===== config.mk =====
export PLATFORM = sky130hd
export DESIGN_NAME = immediate_pipe
export DESIGN_NICKNAME = d
export VERILOG_FILES = /design/src/rtl/immediate_pipe.sv
export SDC_FILE = /design/constraint.sdc
export NUM_CORES = 1
export LEC_CHECK = 0
export ABC_AREA = 1
export BUFFER_PORTS_ARGS = -buffer_cell sky130_fd_sc_hd__buf_4
export CAP_MARGIN = 10
export CORE_ASPECT_RATIO = 1.75
export CORE_MARGIN = 4
export CORE_UTILIZATION = 50
export DETAILED_ROUTE_END_ITERATION = 10
export PLACE_DENSITY = 0.84
export SLEW_MARGIN = 30
export SYNTH_ARGS = -nofsm -noshare
export SYNTH_HDL_FRONTEND = slang
export SYNTH_SLANG_ARGS = --single-unit

===== constraint.sdc =====
create_clock -name clk -period 1.6 [get_ports clk]
set_input_delay 0.08 -clock clk [delete_from_list [all_inputs] [get_ports clk]]
set_output_delay 0.08 -clock clk [all_outputs]
set_load 0.005 [all_outputs]

===== src/rtl/immediate_pipe.sv =====
// immediate_pipe: decode-stage immediate generator (RV32/RV64, CSR zimm)
// behind a valid/ready handshake, with a two-entry skid buffer and flush.
module immediate_pipe #(
    parameter int unsigned XLEN = 32
) (
    input  logic            clk,
    input  logic            rst,
    input  logic            flush,
    input  logic            in_valid,
    output logic            in_ready,
    input  logic [31:0]     instruction,
    input  logic [2:0]      immediate_select,
    output logic            out_valid,
    input  logic            out_ready,
    output logic [XLEN-1:0] immediate,
    output logic            illegal
);

    // Only RV32 and RV64 immediate widths are meaningful.
    if (XLEN != 32 && XLEN != 64) begin : g_bad_xlen
        $error("immediate_pipe: XLEN must be 32 or 64");
    end

    localparam logic [2:0] SEL_I   = 3'b001;
    localparam logic [2:0] SEL_S   = 3'b010;
    localparam logic [2:0] SEL_B   = 3'b011;
    localparam logic [2:0] SEL_U   = 3'b100;
    localparam logic [2:0] SEL_J   = 3'b101;
    localparam logic [2:0] SEL_CSR = 3'b110;

    localparam logic [1:0] EMPTY = 2'd0;
    localparam logic [1:0] ONE   = 2'd1;
    localparam logic [1:0] FULL  = 2'd2;

    typedef struct packed {
        logic            illegal;
        logic [XLEN-1:0] imm;
    } entry_t;

    logic [1:0]  state;
    logic [1:0]  state_next;
    logic        load_main;
    logic        load_skid;
    logic        skid_to_main;
    logic        accept;
    logic        drain;
    logic [31:0] imm32;
    logic        zext;
    logic        sel_illegal;
    entry_t      new_entry;
    entry_t      skid;
    logic        unused_opcode;

    // The opcode field carries no immediate bits.
    assign unused_opcode = ^instruction[6:0];

    assign accept = in_valid && in_ready;
    assign drain  = out_valid && out_ready;

    // Decode the selected format into a 32-bit pattern plus extension kind.
    always_comb begin
        imm32       = '0;
        zext        = 1'b0;
        sel_illegal = 1'b0;
        case (immediate_select)
            SEL_I:   imm32 = {{20{instruction[31]}}, instruction[31:20]};
            SEL_S:   imm32 = {{20{instruction[31]}}, instruction[31:25], instruction[11:7]};
            SEL_B:   imm32 = {{19{instruction[31]}}, instruction[31], instruction[7],
                              instruction[30:25], instruction[11:8], 1'b0};
            SEL_U:   imm32 = {instruction[31:12], 12'b0};
            SEL_J:   imm32 = {{11{instruction[31]}}, instruction[31], instruction[19:12],
                              instruction[20], instruction[30:21], 1'b0};
            SEL_CSR: begin
                imm32 = {27'b0, instruction[19:15]};
                zext  = 1'b1;
            end
            default: sel_illegal = 1'b1;
        endcase
    end

    // Widen to XLEN: CSR zimm is zero-extended, every other format sign-extended.
    always_comb begin
        new_entry.illegal = sel_illegal;
        if (zext) begin
            new_entry.imm = XLEN'(imm32);
        end else begin
            new_entry.imm = XLEN'($signed(imm32));
        end
    end

    // Occupancy next-state and buffer load steering; flush overrides everything.
    always_comb begin
        state_next   = state;
        load_main    = 1'b0;
        load_skid    = 1'b0;
        skid_to_main = 1'b0;
        case (state)
            EMPTY: begin
                if (accept) begin
                    state_next = ONE;
                    load_main  = 1'b1;
                end
            end
            ONE: begin
                if (accept && drain) begin
                    load_main = 1'b1;
                end else if (accept) begin
                    state_next = FULL;
                    load_skid  = 1'b1;
                end else if (drain) begin
                    state_next = EMPTY;
                end
            end
            FULL: begin
                if (drain) begin
                    state_next   = ONE;
                    skid_to_main = 1'b1;
                end
            end
            default: state_next = EMPTY;
        endcase
        if (flush) begin
            state_next   = EMPTY;
            load_main    = 1'b0;
            load_skid    = 1'b0;
            skid_to_main = 1'b0;
        end
    end

    // Occupancy state register.
    always_ff @(posedge clk) begin
        if (rst) begin
            state <= EMPTY;
        end else begin
            state <= state_next;
        end
    end

    // Registered handshake outputs, decoded from the next occupancy.
    always_ff @(posedge clk) begin
        if (rst) begin
            in_ready  <= 1'b0;
            out_valid <= 1'b0;
        end else begin
            in_ready  <= (state_next != FULL);
            out_valid <= (state_next != EMPTY);
        end
    end

    // Main (output) register: holds until drained, then refilled from input or skid.
    always_ff @(posedge clk) begin
        if (rst) begin
            immediate <= '0;
            illegal   <= 1'b0;
        end else if (load_main) begin
            immediate <= new_entry.imm;
            illegal   <= new_entry.illegal;
        end else if (skid_to_main) begin
            immediate <= skid.imm;
            illegal   <= skid.illegal;
        end
    end

    // Skid register: captures an input arriving while the main entry is stalled.
    always_ff @(posedge clk) begin
        if (rst) begin
            skid <= '0;
        end else if (load_skid) begin
            skid <= new_entry;
        end
    end

endmodule


==> results of run 1 <==
## routing by layer
layer	vias to the layer above	track usage (%)	share of wire, %
li1	1665	-	-
met1	1495	23.0	38
met2	86	37.8	53
met3	19	5.36	5.1
met4	0	11.1	3.3
met5	-	0	0
## synth_stat cells (10+ instances only)
| cell type | n |
|---|---|
| dfxtp_1 | 70 |
| nand2_1 | 60 |
| a21oi_1 | 48 |
| inv_1 | 42 |
| nor2_1 | 40 |
| o21ai_0 | 34 |
| o21ai_1 | 32 |
| nand3_1 | 24 |
| a21oi_2 | 12 |
| or2_1 | 12 |
| or2_2 | 12 |
| nor2_2 | 11 |
| o211ai_1 | 11 |
| clkbuf_1 | 10 |
## cells in the final DEF, fill, tap and decap left out, types with 11 or more instances in the layout
cell,synthesis,layout
a21oi_1,48,48
a21oi_2,12,12
buf_4,4,69
dfxtp_1,70,70
inv_1,42,42
nand2_1,60,59
nand3_1,24,24
nor2_1,40,40
nor2_2,11,11
o211ai_1,11,11
o21ai_0,34,34
o21ai_1,32,32
or2_1,12,12
or2_2,12,12
## cell families after synthesis
logic type      share of synthesized area (%)
simple gates                             26.1
compound gates                           22.5
buf+inv                                  11.3
flops                                    40.2
## stage by stage
step / power (mW) / std cells / cell area (um2) / setup slack, ns
4_1_cts: 4.22 / 618 / 4290 / 0.0668
2_1_floorplan: 2.19 / 474 / 3490 / 0.255
5_1_grt: 4.35 / 618 / 4300 / 0.0240
3_5_place_dp: 2.40 / 602 / 4010 / 0.0791
3_3_place_gp: 2.39 / 602 / 4010 / 0.139
6_report: 4.17 / 618 / 4300 / 0.103
## area by class of cell
type                       count  area, um2  area share [%]
clock buffer                  14        264            6.14
tap                           84        105            2.44
clock inverter                 1       5.00           0.116
timing repair buffer          75        628            14.6
multi-input combinational    322       1700            39.5
sequential                    70       1400            32.6
inverter                      52        198            4.59
## state kept, by name, summed over array words and instances, names as in the netlist
name       flops
illegal        1
immediate     32
in_ready       1
out_valid      1
skid          33
state          2
## where the power goes
group | leakage (nW) | total [mW] | internal (mW) | switching [mW]
sequential | 0.568 | 1.83 | 1.80 | 0.0275
combinational | 1.31 | 0.546 | 0.240 | 0.306
clock | 0.133 | 1.80 | 1.12 | 0.673
## worst max path at each step
stage | from | slack, ns | to | depth (start not counted)
2_1_floorplan | in_ready$_SDFF_PP0_ | 0.26 | immediate[29]$_SDFFE_PP0P_ | 9
3_3_place_gp | out_valid$_SDFF_PP0_ | 0.14 | immediate[29]$_SDFFE_PP0P_ | 7
3_5_place_dp | out_valid$_SDFF_PP0_ | 0.08 | immediate[29]$_SDFFE_PP0P_ | 7
4_1_cts | out_valid$_SDFF_PP0_ | 0.07 | immediate[5]$_SDFFE_PP0P_ | 9
5_1_grt | in_ready$_SDFF_PP0_ | 0.02 | immediate[5]$_SDFFE_PP0P_ | 9
6_report | out_valid$_SDFF_PP0_ | 0.10 | immediate[5]$_SDFFE_PP0P_ | 9
## worst reg2reg max path: stages (launching register included)
cell and delay, ns:
dfxtp_1 0.31, nand2_1 0.15, nand2_2 0.10, nand2_4 0.14, nand2_1 0.06, nand2_1 0.07, inv_2 0.07, buf_12 0.16
o21ai_0 0.23, a21oi_1 0.08
## repair_timing
| item | in CTS | in global routing |
|---|---|---|
| resized for setup | 0 | 4 |
| endpoints found under the hold margin | 3 | 0 |
| endpoints found under the setup margin | 0 | 8 |
| hold buffers | 1 | 0 |
==> out/qor.yml, run 1 <==
yosys:
  synth_top_area_cell: "dfxtp_1"
  synth_cell_types: 30
  yosysWarnings: 0
  async_reset_ff_share_pct: 0
  synth-edff-count: 0
  syn_inst: 474
  ys_seq_area_share_pct: 40.2
  ys_ff_latch: 70
  synth_area_leaders: "dfxtp_1 (40%), a21oi_1 (6.9%), nand2_1 (6.5%)"
  synth.avg_cell_area_um2: 7.36
  synthFlopType: "dfxtp_1"
  synth_top_area_share_pct: 40.2
  synth_fp_nets: 514
  netlist_area_um2: 3490
setup_path:
  ff2ff_setup_slack_ns: 0.10
  crit-reg2reg-launch: "out_valid$_SDFF_PP0_"
  path_cells: "nand2_1, nand2_2, nand2_4, nand2_1, nand2_1, inv_2, buf_12, o21ai_0, a21oi_1"
  crit_path_end_kind: "flip-flop"
  crit_path_max_incr_delay_ns: 0.31
  cp_common_cell: "nand2_1"
  cp_num_buf_inv: 2
  worst-r2r-cell-count: 9
  cp_max_fo: 34
  r2r-end: "immediate[5]$_SDFFE_PP0P_"
  crit_required_ns: 1.81
  cpLargestDelayFamily: "simple AND/OR/NAND/NOR gates"
  cp_slowest_cell: "dfxtp_1"
  worst-setup-path-type: "reg2reg"
  critPathLaunchType: "flip-flop"
  arrival_ns: 1.70
grt:
  grt_pass1_wl_um: 14500
  grt_max_degree: 67
  grt_usage_pct: 21.5
  grt_overflow: 0
  grt_antenna_before_repair: 0
  grt_pass1_vias: 3259
clock_tree:
  cts_setup_buffers: 0
  clock_sinks: 70
  worstSkewPairLatency_ns: 0.33
  root_buffer: "clkbuf_16"
  cts_made_buffers: 9
  cts_tree: "yes"
  clk_pin_slew_ns: 0.05
  htreeDepth: 3
  clock_path_buffers: 2
placed_design:
  placement.io_buffers: 67
  dp_hpwl_um: 6280
  gp_congestion: 0.954
drt:
  drc_errors: 0
  ant_nets: 0
  routed_via_density: 5.28
  drt_iter0_markers: 186
  vias: 3265
  routed_wl_um: 8640
  drt_pass1_iterations: 5
  avgRoutedWirePerCell_um: 14.0
power_and_ir_drop:
  ir_worst_vdd_mv: 1.01
  leakagePower_nw: 2.01
  power_density_nw_per_um2: 969
sta:
  tightestPinTransition_ns: 0.498
  drv_slew: 0
  rsz0062_at_grt: "false"
  worst_clock_skew_ns: 0.00474
  setup_viol_count_final: 0
  fin_tns_setup_ns: 0
  holdWs_ns: 0.0546
  period_share_pct: 93.6
  relSlewSlack_pct: 66.8
  hold_viol_final: 0
  fmax_ghz: 0.668
  fin_crit_ns: 1.50
worst_hold_path:
  hp-class: "in2reg"
  hold_path_startpoint: "instruction[14]"
  hold_depth: 3
  whs_endpoint: "skid[14]$_SDFFE_PP0P_"
floorplanning:
  rows: 40
  dieArea_um2: 8430
  die_h_um: 118
  start_util_pct: 51.3
  ios: 75
  die_x_um: 71.1
  core-area_um2: 6810
cells_and_area:
  drive_gt1_share_pct: 27.3
  post-route-util_pct: 63.2
  antennaDiodeCount: 0
  n_fill_cell: 608
  nets: 570
  area_delta_synth_final_pct: 23.4
job:
  cap_violations: 0
run_status:
  status: "complete, no violations"
Power figures use the tool's default switching activity.
==> run 2: changes to the inputs <==
--- a/config.mk
+++ b/config.mk
@@ -12,7 +12,7 @@
 export CORE_MARGIN = 4
 export CORE_UTILIZATION = 50
 export DETAILED_ROUTE_END_ITERATION = 10
-export PLACE_DENSITY = 0.84
+export PLACE_DENSITY = 0.74
 export SLEW_MARGIN = 30
 export SYNTH_ARGS = -nofsm -noshare
 export SYNTH_HDL_FRONTEND = slang
==> run 2 against run 1 <==
  * Flip-flop and latch count did not move
  * Global-route usage rose by 0.23 points
  * Total power rose by 8.7%
  * Sequential power barely moved
  * Clock power rose by 19%
  * Clock-buffer cell count fell by 4
  * Hold slack got worse by 0.0030 ns
  * First-iteration DRC count rose by 5.4%
  * Critical path type unchanged
  * Critical endpoint is now immediate[6]$_SDFFE_PP0P_
  * Largest cell class unchanged
==> out/qor.yml, run 2 (synthesized netlist as in run 1, its figures left out) <==
setup_path:
  cp-endpoint: "immediate[6]$_SDFFE_PP0P_"  # was immediate[5]$_SDFFE_PP0P_
  cp_max_fo: 20  # was 34
  crit_required_ns: 1.81  # about the same
  arrival_ns: 1.72  # was 1.70 ns
  crit_path_end_kind: "flip-flop"  # unchanged
  cp_slowest_cell: "dfxtp_1"  # unchanged
  ff2ff_setup_slack_ns: 0.09  # was 0.10 ns
  worst-r2r-cell-count: 9  # unchanged
  crit-reg2reg-launch: "out_valid$_SDFF_PP0_"  # unchanged
  critPathLaunchType: "flip-flop"  # unchanged
  critPathLaunch: "out_valid$_SDFF_PP0_"  # unchanged
  crit_path_max_incr_delay_ns: 0.32  # was 0.31 ns
  path_cells: "nand2_2, nand2_2, nand2_4, nand2_1, nand2_1, inv_4, buf_12, o21ai_0, a21oi_1"  # was nand2_1, nand2_2, nand2_4, nand2_1, nand2_1, inv_2, buf_12, o21ai_0, a21oi_1
  worst-setup-path-type: "reg2reg"  # unchanged
  r2r-end: "immediate[6]$_SDFFE_PP0P_"  # was immediate[5]$_SDFFE_PP0P_
grt:
  grt_usage_pct: 21.8  # was 21.5%
  grt_antenna_before_repair: 0  # unchanged
  grt_max_degree: 52  # was 67
  grt_overflow: 0  # unchanged
  grt_pass1_vias: 3192  # was 3259
  grt_pass1_wl_um: 14800  # was 14500 um
worst_hold_path:
  hp-class: "in2reg"  # unchanged
sta:
  fin_tns_setup_ns: 0  # unchanged
  holdWs_ns: 0.0517  # was 0.0546 ns
  setup_ws_ns: 0.0945  # was 0.103 ns
  setup_viol_count_final: 0  # unchanged
  tightestPinTransition_ns: 0.502  # was 0.498 ns
  fin_crit_ns: 1.51  # was 1.50 ns
  period_share_pct: 94.1  # was 93.6%
  hold_viol_final: 0  # unchanged
  relSlewSlack_pct: 66.4  # was 66.8%
  worst_clock_skew_ns: 0.00578  # was 0.00474 ns
  drv_slew: 0  # unchanged
  fmax_ghz: 0.664  # was 0.668 GHz
floorplanning:
  die_h_um: 118  # unchanged
  dieArea_um2: 8430  # unchanged
  die_x_um: 71.1  # unchanged
  start_util_pct: 51.3  # unchanged
  rows: 40  # unchanged
  ios: 75  # unchanged
  core-area_um2: 6810  # unchanged
cells_and_area:
  area_delta_synth_final_pct: 26.0  # was 23.4%
  largest_register_ffs: 33  # unchanged
  most-common-layout-cells: "buf_4 (73), dfxtp_1 (70), nand2_1 (58), a21oi_1 (48), inv_1 (42)"  # was dfxtp_1 (70), buf_4 (69), nand2_1 (59), a21oi_1 (48), inv_1 (42)
  final_common_cell: "buf_4"  # was dfxtp_1
  instances_no_fill: 623  # was 618
  antennaDiodeCount: 0  # unchanged
  n_fill_cell: 620  # was 608
  biggestRegsByFlops: "skid x33, immediate x32, state x2"  # unchanged
  fin_area_um2: 4400  # was 4300 um2
  top_register: "skid"  # unchanged
  post-route-util_pct: 64.6  # was 63.2%
  nets: 574  # was 570
  drive_gt1_share_pct: 28.8  # was 27.3%
power_and_ir_drop:
  p_total_mw: 4.53  # was 4.17 mW
  ir_worst_vdd_mv: 0.702  # was 1.01 mV
  leakagePower_nw: 2.05  # was 2.01 nW
  power_density_nw_per_um2: 1030  # was 969 nW/um2
placed_design:
  gp_congestion: 0.896  # was 0.954
  dp_cells: 605  # was 602
  placement.io_buffers: 67  # unchanged
  dp_slack_ns: 0.0406  # was 0.0791 ns
  dp_hpwl_um: 6290  # was 6280 um
  postPlaceCellArea_um2: 4010  # about the same
clock_tree:
  worstSkewPairLatency_ns: 0.34  # was 0.33 ns
  htreeDepth: 3  # unchanged
  cts_tree: "yes"  # unchanged
  clock_path_buffers: 2  # unchanged
  cts_made_buffers: 9  # unchanged
  clock_sinks: 70  # unchanged
  clk_pin_slew_ns: 0.06  # was 0.05 ns
  root_buffer: "clkbuf_16"  # unchanged
run_status:
  status: "complete, no violations"  # unchanged
drt:
  drc_errors: 0  # unchanged
  avgRoutedWirePerCell_um: 14.8  # was 14.0 um
  vias: 3357  # was 3265
  drt_pass1_iterations: 5  # unchanged
  routed_via_density: 5.39  # was 5.28
  routed_wl_um: 9200  # was 8640 um
  drt_iter0_markers: 196  # was 186
  ant_nets: 0  # unchanged
job:
  cap_violations: 0  # unchanged
[run 2: cell count changes in the layout (fill, tap and decap cells not counted), sizes merged]
cell,delta
clkinvlp,+2
clkinv,+1
clkbuf,-3
buf,+3
bufinv,+2
[run 2: worst min path at each step]
| stage | from | endpoint | slack, ns | depth (start not counted) |
|---|---|---|---|---|
| 6_report | instruction[14] | skid[14]$_SDFFE_PP0P_ | 0.05 | 3 |
| 5_1_grt | instruction[14] | skid[14]$_SDFFE_PP0P_ | 0.08 | 3 |
| 4_1_cts | instruction[14] | skid[14]$_SDFFE_PP0P_ | 0.05 | 3 |
| 3_5_place_dp | rst | state[1]$_SDFF_PP0_ | 0.29 | 2 |
| 3_3_place_gp | rst | state[1]$_SDFF_PP0_ | 0.29 | 2 |
| 2_1_floorplan | rst | state[1]$_SDFF_PP0_ | 0.15 | 1 |
[run 2: what timing repair did]
item	in CTS	in global routing
hold buffers	1	0
gates resized for setup	0	7
setup buffers	0	0
setup endpoints to repair	0	35
endpoints found under the hold margin	2	0
[run 2: report_power, final]
| group | internal (mW) | leakage, nW | total [mW] | switching (mW) |
|---|---|---|---|---|
| Sequential | 1.80 | 0.568 | 1.82 | 0.0266 |
| Clock | 1.40 | 0.154 | 2.14 | 0.739 |
| Combinational | 0.245 | 1.33 | 0.566 | 0.321 |
[run 2: per-layer routing]
layer  GRT usage (%)  vias up  wire (um)
met4            10.9        0        312
met2            36.3      106       4680
met5               0        -          0
met3            4.17       25        481
met1            25.9     1553       3720
li1                -     1673          -
[run 2: cell type report]
class / count / area [um2] / share of cell area (%)
multi-input combinational: 322 / 1700 / 38.8
sequential: 70 / 1400 / 31.9
timing repair buffer: 79 / 663 / 15.1
clock buffer: 10 / 239 / 5.44
inverter: 52 / 198 / 4.50
tap: 84 / 105 / 2.39
clock inverter: 6 / 85.1 / 1.94
[run 2: worst max-delay path: cells and delay by family (launching register included)]
kind	cells	cell delay, ns
simple gates	5	0.53
buf+inv	2	0.23
compound gates	2	0.29
flops	1	0.32
